## config.mk

```make
export PLATFORM = sky130hd
export DESIGN_NAME = branch_predict_unit
export DESIGN_NICKNAME = d
export VERILOG_FILES = /design/src/rtl/branch_predict_unit.sv
export SDC_FILE = /design/constraint.sdc
export NUM_CORES = 1
export LEC_CHECK = 0
export CAP_MARGIN = 20
export CORE_MARGIN = 10
export CORE_UTILIZATION = 50
export CTS_BUF_LIST = sky130_fd_sc_hd__clkbuf_8
export CTS_CLUSTER_SIZE = 16
export DETAILED_ROUTE_END_ITERATION = 10
export PLACE_DENSITY = 0.85
export SYNTH_ARGS = -nofsm -noshare
export SYNTH_HDL_FRONTEND = slang
export SYNTH_SLANG_ARGS = --single-unit
export TNS_END_PERCENT = 20
```

## constraint.sdc

```tcl
create_clock -name clk -period 9.25 [get_ports clk]
set_input_delay 2.3125 -clock clk [delete_from_list [all_inputs] [get_ports clk]]
set_output_delay 2.3125 -clock clk [all_outputs]
set_load 0.05 [all_outputs]
```

## src/rtl/branch_predict_unit.sv

```systemverilog
// ============================================================================
// Module   : branch_predict_unit
// Purpose  : EX-stage branch resolution with a direct-mapped BTB (2-bit
//            counters) for same-cycle IF prediction, plus mispredict stats.
// Revision : 1.0
// ============================================================================
`default_nettype none

module branch_predict_unit #(
    parameter int PC_W    = 9,
    parameter int ENTRIES = 16,
    parameter int STAT_W  = 16
) (
    input  logic              clk,
    input  logic              reset,
    input  logic [PC_W-1:0]   if_pc,
    output logic              pred_taken,
    output logic [31:0]       pred_target,
    input  logic              ex_valid,
    input  logic [PC_W-1:0]   ex_pc,
    input  logic [31:0]       ex_imm,
    input  logic              ex_branch,
    input  logic              ex_jalr,
    input  logic [31:0]       ex_alu_result,
    input  logic              ex_pred_taken,
    input  logic [31:0]       ex_pred_target,
    output logic [31:0]       pc_imm,
    output logic [31:0]       pc_four,
    output logic [31:0]       br_pc,
    output logic              pc_sel,
    output logic [STAT_W-1:0] branch_count,
    output logic [STAT_W-1:0] mispredict_count
);

    localparam int IDX_W = $clog2(ENTRIES);
    localparam int TAG_W = PC_W - IDX_W - 2;

    logic              r_valid  [ENTRIES];
    logic [TAG_W-1:0]  r_tag    [ENTRIES];
    logic [1:0]        r_ctr    [ENTRIES];
    logic [PC_W-1:0]   r_target [ENTRIES];
    logic [STAT_W-1:0] r_branch_count;
    logic [STAT_W-1:0] r_mispredict_count;

    logic [IDX_W-1:0]  w_if_idx;
    logic [TAG_W-1:0]  w_if_tag;
    logic              w_if_hit;
    logic              w_pred_taken;
    logic [31:0]       w_if_pc_ext;

    logic [IDX_W-1:0]  w_ex_idx;
    logic [TAG_W-1:0]  w_ex_tag;
    logic              w_ex_hit;
    logic [31:0]       w_ex_pc_ext;
    logic              w_res;
    logic              w_act_taken;
    logic [31:0]       w_act_target;
    logic              w_mispredict;

    // ---------------- Fetch-side prediction ----------------
    assign w_if_idx    = if_pc[IDX_W+1:2];
    assign w_if_tag    = if_pc[PC_W-1:IDX_W+2];
    assign w_if_pc_ext = {{(32-PC_W){1'b0}}, if_pc};
    assign w_if_hit    = r_valid[w_if_idx] && (r_tag[w_if_idx] == w_if_tag);
    // Synchronous reset leaves stale table state during the reset cycle.
    assign w_pred_taken = w_if_hit && r_ctr[w_if_idx][1] && !reset;

    assign pred_taken  = w_pred_taken;
    assign pred_target = w_pred_taken ? {{(32-PC_W){1'b0}}, r_target[w_if_idx]}
                                      : w_if_pc_ext + 32'd4;

    // ---------------- EX-side resolution ----------------
    assign w_ex_pc_ext = {{(32-PC_W){1'b0}}, ex_pc};
    assign pc_imm      = w_ex_pc_ext + ex_imm;
    assign pc_four     = w_ex_pc_ext + 32'd4;

    assign w_res        = ex_valid && (ex_branch || ex_jalr) && !reset;
    // JALR takes priority when both type flags are (illegally) high.
    assign w_act_taken  = ex_jalr || (ex_branch && ex_alu_result[0]);
    assign w_act_target = ex_jalr ? {ex_alu_result[31:1], 1'b0} : pc_imm;
    assign w_mispredict = w_res && ((w_act_taken != ex_pred_taken) ||
                          (w_act_taken && (ex_pred_target != w_act_target)));

    assign pc_sel = w_mispredict;
    assign br_pc  = !w_mispredict ? 32'd0 : (w_act_taken ? w_act_target : pc_four);

    assign w_ex_idx = ex_pc[IDX_W+1:2];
    assign w_ex_tag = ex_pc[PC_W-1:IDX_W+2];
    assign w_ex_hit = r_valid[w_ex_idx] && (r_tag[w_ex_idx] == w_ex_tag);

    // ---------------- Table and statistics update ----------------
    always_ff @(posedge clk) begin
        if (reset) begin
            for (int i = 0; i < ENTRIES; i++) begin
                r_valid[i]  <= 1'b0;
                r_tag[i]    <= '0;
                r_ctr[i]    <= 2'd1;
                r_target[i] <= '0;
            end
            r_branch_count     <= '0;
            r_mispredict_count <= '0;
        end else begin
            if (w_res) begin
                r_branch_count <= r_branch_count + 1'b1;
                if (w_ex_hit) begin
                    if (w_act_taken) begin
                        if (r_ctr[w_ex_idx] != 2'd3) begin
                            r_ctr[w_ex_idx] <= r_ctr[w_ex_idx] + 2'd1;
                        end
                        r_target[w_ex_idx] <= w_act_target[PC_W-1:0];
                    end else if (r_ctr[w_ex_idx] != 2'd0) begin
                        r_ctr[w_ex_idx] <= r_ctr[w_ex_idx] - 2'd1;
                    end
                end else if (w_act_taken) begin
                    r_valid[w_ex_idx]  <= 1'b1;
                    r_tag[w_ex_idx]    <= w_ex_tag;
                    r_ctr[w_ex_idx]    <= 2'd2;
                    r_target[w_ex_idx] <= w_act_target[PC_W-1:0];
                end
            end
            if (w_mispredict) begin
                r_mispredict_count <= r_mispredict_count + 1'b1;
            end
        end
    end

    assign branch_count     = r_branch_count;
    assign mispredict_count = r_mispredict_count;

endmodule

`default_nettype wire

```

==> flow_summary.toml, run 1 <==
[setup_path]
path_max_fanout = 8
cpPeakStageDelay_ns = 0.61
worst_setup_path_start_kind = "input pin"
critical_path_arrival_ns = 6.84
crit_chain = "clkdlybuf4s50_1 -> ha_1 -> a21o_1 -> nand3_1 -> a211oi_1 -> o21ai_2 -> buf_4 -> xnor2_1 -> mux2i_1 -> xnor2_1 -> or4_1 -> or2_4 -> nand2_1 -> buf_4 -> a211oi_1 -> buf_4"
worst_ep_required_time_ns = 6.94
crit_type = "input pin to output pin"
cpLargestDelayFamily = "buffers and inverters"
cpMaxStageDelayCell = "a211oi_1"
crit_buf_inv = 4
cp_common_cell = "buf_4"
crit_path_end_kind = "output pin"

[sta]
hold_slack_ns = 0.482
fin_skew_ns = 0.0381
hold_violations = 0
min_period_over_period = 0.989
slew_violations = 0
relSlewSlack = 0.285
rsz0062_at_grt = "no"
fmax_ghz = 0.109
worstMarginPinSlew_ns = 1.07
setup_viol = 0
fin_crit_ns = 9.15

[clock_tree]
clock_latency_ns = 0.59
numCtsBuffers = 43
postCtsSetupBuffers = 0
clk_pin_slew_ns = 0.06
cts_buffer_depth = 3
cts_tree = "yes"
cts-htree-levels = 2
cts_root_buffer = "clkbuf_8"
cts_sinks = 272

[drt]
drt_first_pass_iters = 6
drc = 0
drt-total-wl_um = 55500
drt_iter0_markers = 1410
drtAntennaViolNets = 0
vias = 13500
routedWlPerCell_um = 25.0
vias_per_cell = 6.08

[synth]
syn-cell-area_um2 = 16400
yosys_warnings = 0
ys_seq_area_frac = 0.470
synth_flop_cell = "edfxtp_1"
synth_cell_types = 76
synth_edf_count = 224
yosys-top-cells-area = "edfxtp_1 41%, mux4_2 12%, dfxtp_1 5.9%"
yosysTopAreaCellShare = 0.411
synth-async-reset-ratio = 0
syn_avg_cell_area_um2 = 10.7
yosys_register_bits = 272
netlist_instances = 1527
synth_top_cell_by_area = "edfxtp_1"

[placement]
place.gp.congestion = 1.01
dp_cells = 2137
placed_cell_area_um2 = 19000
dp_hpwl_um = 42400
portBuffers = 237

[floorplan]
start_util = 0.505
die_area_um2 = 40300
row_count = 66
fp.dieH_um = 201
die_w_um = 201
pin_count = 282
core_um2 = 32400

[power_and_ir_drop]
p_leak_nw = 7.36
ir_drop_mv = 0.0880
p_per_area_nw_per_um2 = 155

[global_route]
grt_max_degree = 69
grt_overflow = 0
track_usage = 0.263
grt_pass1_wl_um = 82900
grt_pass1_vias = 13700
grt_antenna_before_repair = 5

[layout]
layout_commonest_cell = "nor2_1"
layout_common_cells = "256 x nor2_1, 224 x edfxtp_1, 176 x clkdlybuf4s50_1, 128 x nand2_1, 106 x buf_4"
drive_gt1_frac = 0.165
fin_util = 0.614
area_delta_synth_final_pct = 21.5
nets = 1878
stdcell_area_um2 = 19900
fillers = 2518
final_cells = 2224

[worst_hold_path]
hold_path_class = "flip-flop to flip-flop"

[outcome]
status = "complete, no violations"

[flow_run]
cap_violations = 0
final cells by class:
class	count	area [um2]	share of cell area
inverters	26	97.6	0.00491
clock buffers	46	633	0.0319
well taps	442	553	0.0278
repair buffers	296	2790	0.141
multi-input cells	1102	7910	0.398
clock inverters	34	178	0.00894
flip-flops and latches	272	7690	0.387
diodes	6	15.0	0.000756
state kept, by name (all words and copies together), names as in the netlist:
| signal | flops |
|---|---|
| r_tag | 48 |
| r_target | 144 |
| r_valid | 16 |
| r_ctr | 32 |
| branch_count | 16 |
| mispredict_count | 16 |
repair_timing:
item                       4_1_cts  5_1_grt
hold buffers                     0        0
setup endpoints to repair       17       33
gates resized for setup          1        3
final timing paths:
| kind | cells after the start | slack, ns | startpoint | end |
|---|---|---|---|---|
| worst min register to register | 2 | 0.48 | mispredict_count[15]$_SDFFE_PP0P_ | mispredict_count[15]$_SDFFE_PP0P_ |
| worst min-delay path | 2 | 0.48 | mispredict_count[15]$_SDFFE_PP0P_ | mispredict_count[15]$_SDFFE_PP0P_ |
| worst max register to register | 8 | 5.43 | r_tag[6][0]$_SDFFCE_PN0P_ | r_ctr[1][0]$_SDFFCE_PN1P_ |
| worst max-delay path | 16 | 0.1 | ex_pc[1] | br_pc[5] |
power breakdown:
part	total (mW)	internal [mW]	switching, mW
Clock	0.973	0.491	0.482
Sequential	1.40	1.38	0.0231
Combinational	0.712	0.258	0.455
Total	3.09	2.13	0.960
cell families (layout without fill, tap and decap cells):
kind of cell             count (synthesis)  in the layout  share of synthesized area
multiplexers                           111            111                      0.138
buffers and inverters                  196            402                     0.0576
AO/OA/AOI/OAI                          196            196                     0.0848
AND/OR/NAND/NOR                        625            625                      0.178
flip-flops                             272            272                      0.470
adder cells (fa/ha/maj)                 17             17                     0.0135
XOR/XNOR                               109            109                     0.0584
other                                    1             50                   0.000229
Yosys cell counts, types with 12 or more instances:
master	n
nor2_1	256
edfxtp_1	224
nand2_1	128
clkbuf_1	98
mux4_2	90
nand3_1	71
and2_1	61
xor2_1	56
xnor2_1	53
buf_4	51
dfxtp_1	48
a21oi_1	41
o21ai_0	40
inv_1	25
a21o_1	17
and3_1	17
a211oi_1	16
ha_1	16
mux2i_1	13
nor3_1	12
through the flow:
step | TNS, ns | total power, mW | setup WS [ns]
after floorplan | 0 | 1.86 | 0.0638
after global placement | 0 | 2.11 | 0.0237
after detailed placement | -0.0654 | 2.12 | -0.0327
after CTS | 0 | 3.08 | 0.0439
after global routing | 0 | 3.17 | 0.00346
final | 0 | 3.09 | 0.0991
worst min-delay path, cell delays in order (launching register included):
cell	delay, ns
dfxtp_1	0.32
o31ai_1	0.06
a21oi_1	0.06
layer usage:
| layer | GRT usage | part of all wire |
|---|---|---|
| met2 | 0.453 | 0.50 |
| met1 | 0.294 | 0.34 |
| met3 | 0.0704 | 0.11 |
| met5 | 0 | 0 |
| met4 | 0.138 | 0.053 |
(Power assumes the default switching activity.)
==> run 2: changes to the inputs <==
- CAP_MARGIN: 20 -> 15
==> run 2 against run 1 <==
Compared with the run above: utilization about the same; global-route usage unchanged; clock skew about the same; final area about the same; hold slack about the same; die area unchanged; highest routed layer unchanged; first-iteration DRC count up 2.0%; flip-flop and latch count unchanged.
==> flow_summary.toml, run 2 (synthesis results as in run 1) <==
[drt]
drtAntennaViolNets = 0
drc = 0
vias_per_cell = 6.10
routedWlPerCell_um = 25.0
drt-total-wl_um = 55600
drt_first_pass_iters = 8
vias = 13600
drt_iter0_markers = 1438

[layout]
layout_commonest_cell = "nor2_1"
nets = 1877
layout_common_cells = "256 x nor2_1, 224 x edfxtp_1, 176 x clkdlybuf4s50_1, 128 x nand2_1, 105 x buf_4"
area_delta_synth_final_pct = 21.4
regArea_um2 = 7690
fillers = 2521
largest-register = "r_target"
drive_gt1_frac = 0.165
multi_input_area_um2 = 7910
largest_reg_flops = 144
largestRegisters = "r_target (144), r_tag (48), r_ctr (32)"

[clock_tree]
clock_latency_ns = 0.59
clk_pin_slew_ns = 0.06
cts_root_buffer = "clkbuf_8"
cts_buffer_depth = 3
cts-htree-levels = 2
postCtsHoldBufs = 0
numCtsBuffers = 43
cts_sinks = 272
cts_tree = "yes"
postCtsSetupBuffers = 0

[setup_path]
worst_setup_path_start_kind = "input pin"
crit_path_end_kind = "output pin"
critical_path_arrival_ns = 6.85
worst_ep_required_time_ns = 6.94
rr_worst_depth = 8
reg2reg_from = "r_tag[6][0]$_SDFFCE_PN0P_"
path_max_fanout = 8
crit_type = "input pin to output pin"
r2r_setup_slack_ns = 5.43
r2r_end = "r_ctr[1][0]$_SDFFCE_PN1P_"

[power_and_ir_drop]
p_total_mw = 3.09
ir_drop_mv = 0.0886
p_leak_nw = 7.35
p_per_area_nw_per_um2 = 155

[global_route]
grt_pass1_wl_um = 82900
grt_antenna_before_repair = 5
grt_overflow = 0
grt_max_degree = 69
track_usage = 0.263
grt_pass1_vias = 13700

[sta]
fin_crit_ns = 9.16
hold_slack_ns = 0.482
worstMarginPinSlew_ns = 1.11
relSlewSlack = 0.257
fin_skew_ns = 0.0376
hold_violations = 0
rsz0062_at_grt = "no"
setup_viol = 0
fmax_ghz = 0.109
slew_violations = 0
min_period_over_period = 0.991

[worst_hold_path]
min_from = "mispredict_count[15]$_SDFFE_PP0P_"
hold_path_class = "flip-flop to flip-flop"
min_to = "mispredict_count[15]$_SDFFE_PP0P_"
hold_depth = 2

[placement]
portBuffers = 237
place.gp.congestion = 1.01
dp_hpwl_um = 42400

[floorplan]
core_um2 = 32400
start_util = 0.505
die_w_um = 201
pin_count = 282
fp.dieH_um = 201
row_count = 66
die_area_um2 = 40300

[flow_run]
cap_violations = 0

[outcome]
status = "complete, no violations"
==> run 2: cell types whose count changed in the layout (fill, tap and decap cells not counted) <==
cell and delta:
diode_2 -1, buf_4 -1
==> run 2: routing by layer <==
layer | global-route usage | part of all wire
met2 | 0.453 | 0.50
met3 | 0.0704 | 0.11
met5 | 0 | 0
met1 | 0.294 | 0.34
met4 | 0.138 | 0.053
==> run 2: cell type report <==
type,instances,share of cell area
diodes,5,0.000630
repair buffers,295,0.140
well taps,442,0.0278
clock buffers,46,0.0319
flip-flops and latches,272,0.387
inverters,26,0.00491
clock inverters,34,0.00895
multi-input cells,1102,0.398
==> run 2: repair_timing <==
item,CTS,global route
setup endpoints to repair,17,33
pin swaps,0,0
resized for setup,1,3
cloned,0,0
==> run 2: through the flow <==
step / setup WS, ns / setup TNS (ns) / cells / area (um2) / util
after floorplan: 0.0638 / 0 / 1570 / 16500 / -
after global placement: 0.0237 / 0 / 2137 / 19000 / 0.587
after detailed placement: -0.0327 / -0.0654 / 2137 / 19000 / 0.587
after CTS: 0.0439 / 0 / 2217 / 19800 / 0.613
after global routing: 0.00346 / 0 / 2219 / 19900 / 0.613
final: 0.0859 / 0 / 2222 / 19900 / 0.614
==> run 2: worst max path at each step <==
stage / from / to / slack [ns] / cells past startpoint
after global routing: ex_pc[3] / br_pc[5] / 0.003 / 15
after floorplan: ex_pc[4] / br_pc[2] / 0.06 / 15
after global placement: ex_pc[0] / br_pc[20] / 0.02 / 16
final: ex_pc[1] / br_pc[5] / 0.09 / 16
after CTS: ex_pc[0] / br_pc[5] / 0.04 / 17
after detailed placement: ex_pc[0] / br_pc[5] / -0.03 / 17
==> run 2: power by group <==
group          internal [mW]  switching [mW]
clock network          0.491           0.482
registers               1.38          0.0233
logic                  0.257           0.455
==> run 2: worst max-delay path: stages <==
cell,delay (ns)
clkdlybuf4s50_1,0.51
ha_1,0.33
a21o_1,0.32
nand3_1,0.21
a211oi_1,0.61
o21ai_2,0.12
buf_4,0.19
xnor2_1,0.38
mux2i_1,0.19
xnor2_1,0.17
or4_1,0.53
or2_4,0.29
nand2_1,0.10
buf_4,0.19
a211oi_1,0.09
buf_4,0.28
==> RTL change 1: new RTL, settings of run 2 <==
Register the output `pc_imm`, with the module's reset; this adds one clock of latency there. The other outputs are not delayed to match.
--- a/src/rtl/branch_predict_unit.sv
+++ b/src/rtl/branch_predict_unit.sv
@@ -36,4 +36,6 @@
     localparam int TAG_W = PC_W - IDX_W - 2;
 
+    logic [31:0] pc_imm_d;
+
     logic              r_valid  [ENTRIES];
     logic [TAG_W-1:0]  r_tag    [ENTRIES];
@@ -72,5 +74,5 @@
     // ---------------- EX-side resolution ----------------
     assign w_ex_pc_ext = {{(32-PC_W){1'b0}}, ex_pc};
-    assign pc_imm      = w_ex_pc_ext + ex_imm;
+    assign pc_imm_d    = w_ex_pc_ext + ex_imm;
     assign pc_four     = w_ex_pc_ext + 32'd4;
 
@@ -78,5 +80,5 @@
     // JALR takes priority when both type flags are (illegally) high.
     assign w_act_taken  = ex_jalr || (ex_branch && ex_alu_result[0]);
-    assign w_act_target = ex_jalr ? {ex_alu_result[31:1], 1'b0} : pc_imm;
+    assign w_act_target = ex_jalr ? {ex_alu_result[31:1], 1'b0} : pc_imm_d;
     assign w_mispredict = w_res && ((w_act_taken != ex_pred_taken) ||
                           (w_act_taken && (ex_pred_target != w_act_target)));
@@ -128,4 +130,12 @@
     assign mispredict_count = r_mispredict_count;
 
+    always_ff @(posedge clk) begin
+        if (reset) begin
+            pc_imm <= '0;
+        end else begin
+            pc_imm <= pc_imm_d;
+        end
+    end
+
 endmodule
 
Function: changed (a bounded check fails within 4 cycles, from zero or initial values and one cycle with reset high).
==> RTL change 1 against run 2 <==
  * Sequential cell count increased by 32
  * Worst setup slack improved by 0.16 ns
  * Area after synthesis increased by 7.0%
  * Clock skew decreased by 0.0065 ns
  * Combinational power decreased by 2%
  * Total power increased by 11%
  * Cell area increased by 5.6%
  * Clock power increased by 20%
  * Wire length increased by 7.1%
  * Largest power group unchanged
  * Highest routed layer unchanged
==> RTL change 1: results (changes against run 2) <==
| Metric | Value |
|---|---|
| Total CTS buffers | 51 (+19%) |
| Tcrit/Tclk final | 0.974 (-0.0168) |
| Sequential share of the synthesized area | 0.476 (+0.00589) |
| Largest regs | r_target (144), r_tag (48) |
| Final net count | 1,974 (+5.2%) |
| CTS H-tree lvls | 2 (unchanged) |
| Yosys warns | 0 (unchanged) |
| CP arrival | 6.70 ns (-0.15 ns) |
| Reg clk slew, reported paths | 0.06 ns (about the same) |
| Post-synth EDFFs | 224 (unchanged) |
| Worst Hold Class | register to register |
| Detailed placer's ending HPWL | 44,700 µm (+5.5%) |
| Layout cells sized above 1 | 0.159 (-0.00538) |
| Post-place instance area | 20,000 µm² (+5.0%) |
| Via/cell ratio | 6.19 (+1.5%) |
| Outcome | complete, no violations |
| First-pass GRT wire length | 89,600 µm (+8.1%) |
| Iter 0 DRT Violations | 1,916 (+33%) |
| Sw Share | 0.305 (-0.00643) |
| Worst r2r src | r_tag[15][1] |
| Min-delay src | r_valid[11] |
| Clock buffer depth | 3 (unchanged) |
| Main area contributors after synthesis | edfxtp_1, mux4_2, dfxtp_1, nor2_1, xor2_1 |
| Root Driver | clkbuf_8 |
| Post-synth top cells | nor2_1, edfxtp_1, nand2_1, mux4_2, clkbuf_1 |
| IO buf count | 237 (unchanged) |
| Gr usage total | 0.267 (+0.00323) |
| Yosys cell types | 86 (+13%) |
| Leak Pwr | 7.65 nW (+4.1%) |
| Post-CTS setup buffers | 0 (unchanged) |
| Worst VDD drop | 124 µV (+40%) |
| TritonRoute pass-1 iters | 6 (-2) |
| Vias in the first global route | 14,613 (+6.4%) |
| GPL Wtd Cong | 0.999 (-1.1%) |
| Crit-path max FO | 29 (+21) |
| Skew final | 0.0312 ns (-0.00646 ns) |
| Largest net degree at the start of global routing | 48 (-30%) |
| Ys async rst share | 0 (unchanged) |
| Slew margin rel. | 0.325 (+0.0682) |
| Initial antenna violation count | 1 (-4) |
| Clock latency on the worst-skew pair | 0.63 ns (+0.04 ns) |
| Crit. Startpoint | ex_pc[0] |
| Post-Route WL | 59,500 µm (+7.1%) |
RTL change 1: cell types whose count changed after synthesis, sizes merged, moves of 9 or more:
cell	change
dfxtp	+32
nor3	+31
nand3	-26
nand2	-21
or2	+18
nor2b	+17
nand4	+16
clkbuf	-14
nor2	+14
buf	+12
nand2b	+12
o21ai	+11
xnor2	-10
o41ai	+9
RTL change 1: power groups by stage:
stage	clock network (mW)	registers, mW	logic (mW)
floorplan	0	1.61	0.401
CTS	1.18	1.55	0.688
finish	1.17	1.55	0.696
global placement	0	1.57	0.677
global route	1.24	1.55	0.728
detailed placement	0	1.58	0.685
RTL change 1: worst paths after layout:
kind                  to  slack, ns  cells after the start
min reg2reg  r_valid[11]       0.48                      1
max             br_pc[1]       0.24                     16
max reg2reg  r_ctr[1][1]       5.65                     10
min          r_valid[11]       0.48                      1
RTL change 1: cells by family (layout without fill, tap and decap cells):
kind of cell | after synthesis | count (layout) | synth area share
buffers and inverters | 189 | 396 | 0.0532
flip-flops | 304 | 304 | 0.476
adder cells (fa/ha/maj) | 17 | 17 | 0.0126
AND/OR/NAND/NOR | 689 | 689 | 0.191
XOR/XNOR | 98 | 98 | 0.0506
AO/OA/AOI/OAI | 225 | 225 | 0.0900
multiplexers | 106 | 106 | 0.126
other | 1 | 45 | 0.000214
RTL change 1: metrics by stage:
step           hold slack [ns]  total power, mW  setup slack, ns  instances
2_1_floorplan            0.447             2.01            0.748       1672
3_3_place_gp             0.458             2.25            0.192       2239
3_5_place_dp             0.470             2.26           0.0452       2239
4_1_cts                  0.483             3.41           0.0408       2334
5_1_grt                  0.506             3.52           0.0373       2334
6_report                 0.483             3.41            0.241       2335
RTL change 1: layout make-up:
class / count / area, µm²
fillers: 2753 / 13600
well taps: 455 / 569
clock inverters: 37 / 188
multi-input cells: 1179 / 8430
clock buffers: 58 / 798
repair buffers: 280 / 2580
inverters: 21 / 78.8
flip-flops and latches: 304 / 8330
diodes: 1 / 2.50
RTL change 1: metal layers:
layer | global-route usage | vias to the layer above | wire length (µm)
li1 | - | 6297 | -
met3 | 0.0740 | 162 | 6330
met1 | 0.317 | 7055 | 21900
met4 | 0.116 | 0 | 2710
met5 | 0 | - | 0
met2 | 0.444 | 945 | 28600
RTL change 1: worst max-delay path, stage by stage:
cell             delay (ns)
clkdlybuf4s50_1        0.59
ha_1                   0.24
inv_1                  0.06
fa_1                   0.50
nor2_1                 0.07
or3_1                  0.39
a2111oi_2              0.43
o311a_1                0.23
o2111ai_1              0.17
a2111oi_1              0.41
o2111ai_1              0.24
nor4_4                 0.31
nand2b_2               0.19
buf_12                 0.20
a211oi_1               0.08
buf_4                  0.26
RTL change 1: what timing repair did:
item | in CTS | in global routing
hold buffers | 0 | 0
endpoints found under the setup margin | 0 | 33
resized for setup | 0 | 5
==> RTL change 2: new RTL, flow settings as in run 2 <==
Made on the original files. `STAT_W`: 16 -> 12.
--- a/src/rtl/branch_predict_unit.sv
+++ b/src/rtl/branch_predict_unit.sv
@@ -10,5 +10,5 @@
     parameter int PC_W    = 9,
     parameter int ENTRIES = 16,
-    parameter int STAT_W  = 16
+    parameter int STAT_W  = 12
 ) (
     input  logic              clk,
Ports: changed (resized branch_count and mispredict_count); port bits go from 282 to 274. The function was not compared with the original's and may differ.
==> RTL change 2 against run 2 <==
  * Total power down 2.1%
  * Worst setup slack improved by 0.24 ns
  * Count of clock-buffer cells in the layout decreased by 3
  * Die area shrank 0.59%
  * Worst hold slack better by 0.012 ns
  * Clock power decreased by 2%
  * Critical path depth fell by 2
  * Via count decreased by 2.6%
  * Area after synthesis decreased by 0.66%
  * Global-route usage about the same
  * Utilization shrank 0.30 points
  * Cell area decreased by 2.2%
  * Wire length is 1.4% lower
  * Sequential cell count shrank 8
==> RTL change 2: results (changes against run 2) <==
| Metric | Value |
|---|---|
| Outcome | complete, no violations |
| Crit-path slowest cell | clkdlybuf4s50_1 |
| Routed wl met3 | 5670 µm (-6.6%) |
| Post-place setup slack | 0.368 ns (+0.401 ns) |
| Worst VDD drop | 76.8 µV (-13%) |
| CP arrival | 6.61 ns (-0.24 ns) |
| Initial antenna violation count | 1 (-4) |
| Yosys cell types | 93 (+22%) |
| Clock latency on the worst-skew pair | 0.56 ns (-0.03 ns) |
| Worst reg2reg path depth | 9 (+1) |
| Layout cells sized above 1 | 0.177 (+0.0121) |
| Sequential share of the synthesized area | 0.463 (-0.00674) |
| Reg2reg end | r_ctr[5][0] |
| Met2 GRT Util | 0.445 (-0.00853) |
| Crit-path max FO | 33 (+25) |
| DP Cell Count | 2,067 (-3.3%) |
| Global-route track usage on met3 | 0.0646 (-0.00572) |
| Main area contributors after synthesis | edfxtp_1, mux4_2, nor2_1, dfxtp_1, xor2_1 |
| Delay-heaviest family, CP | compound AO/OA/AOI/OAI gates |
| Synth Instances | 1,474 (-3.5%) |
| # resized after CTS | 0 (-1) |
| Iter 0 DRT Violations | 1,560 (+8.5%) |
| Cells on Worst Hold Path | 1 (-1) |
| Tightest hold margin | 0.493 ns (+0.0115 ns) |
| Met2 WL post-DR | 26,700 µm (-3.1%) |
| Skew final | 0.0140 ns (-0.0236 ns) |
| Total Power | 3.02 mW (-2.1%) |
| Post-synth top cells | nor2_1, edfxtp_1, mux4_2, nand2_1, clkbuf_1 |
| P_clk | 0.957 mW (-2%) |
| First-pass GRT wire length | 82,400 µm (-0.60%) |
-- RTL change 2: changes by cell type after synthesis, sizes merged, moves of 9 or more --
cell	before	now
nand4	10	26
or2	7	24
nand2	128	91
nand3	72	39
nor2b	10	22
and3	18	9
nor3	13	42
buf	71	80
nor2	256	237
xnor2	53	42
clkbuf	99	78
-- RTL change 2: worst max path at each step --
stage              from       end  slack (ns)  cells after the start
2_1_floorplan  ex_pc[0]  br_pc[6]        0.36                     15
3_3_place_gp   ex_pc[0]  br_pc[6]        0.45                     15
3_5_place_dp   ex_pc[0]  br_pc[5]        0.37                     15
4_1_cts        ex_pc[0]  br_pc[5]        0.34                     15
5_1_grt        ex_pc[0]  br_pc[6]        0.03                     15
6_report       ex_pc[1]  br_pc[5]        0.32                     14
-- RTL change 2: final cells by class --
class,instances,area (µm²)
Antenna cell,1,2.50
Tap cell,435,544
Timing Repair Buffer,273,2510
Fill cell,2456,12400
Clock buffer,43,592
Clock inverter,29,189
Sequential cell,264,7530
Multi-Input combinational cell,1067,7950
Inverter,28,105
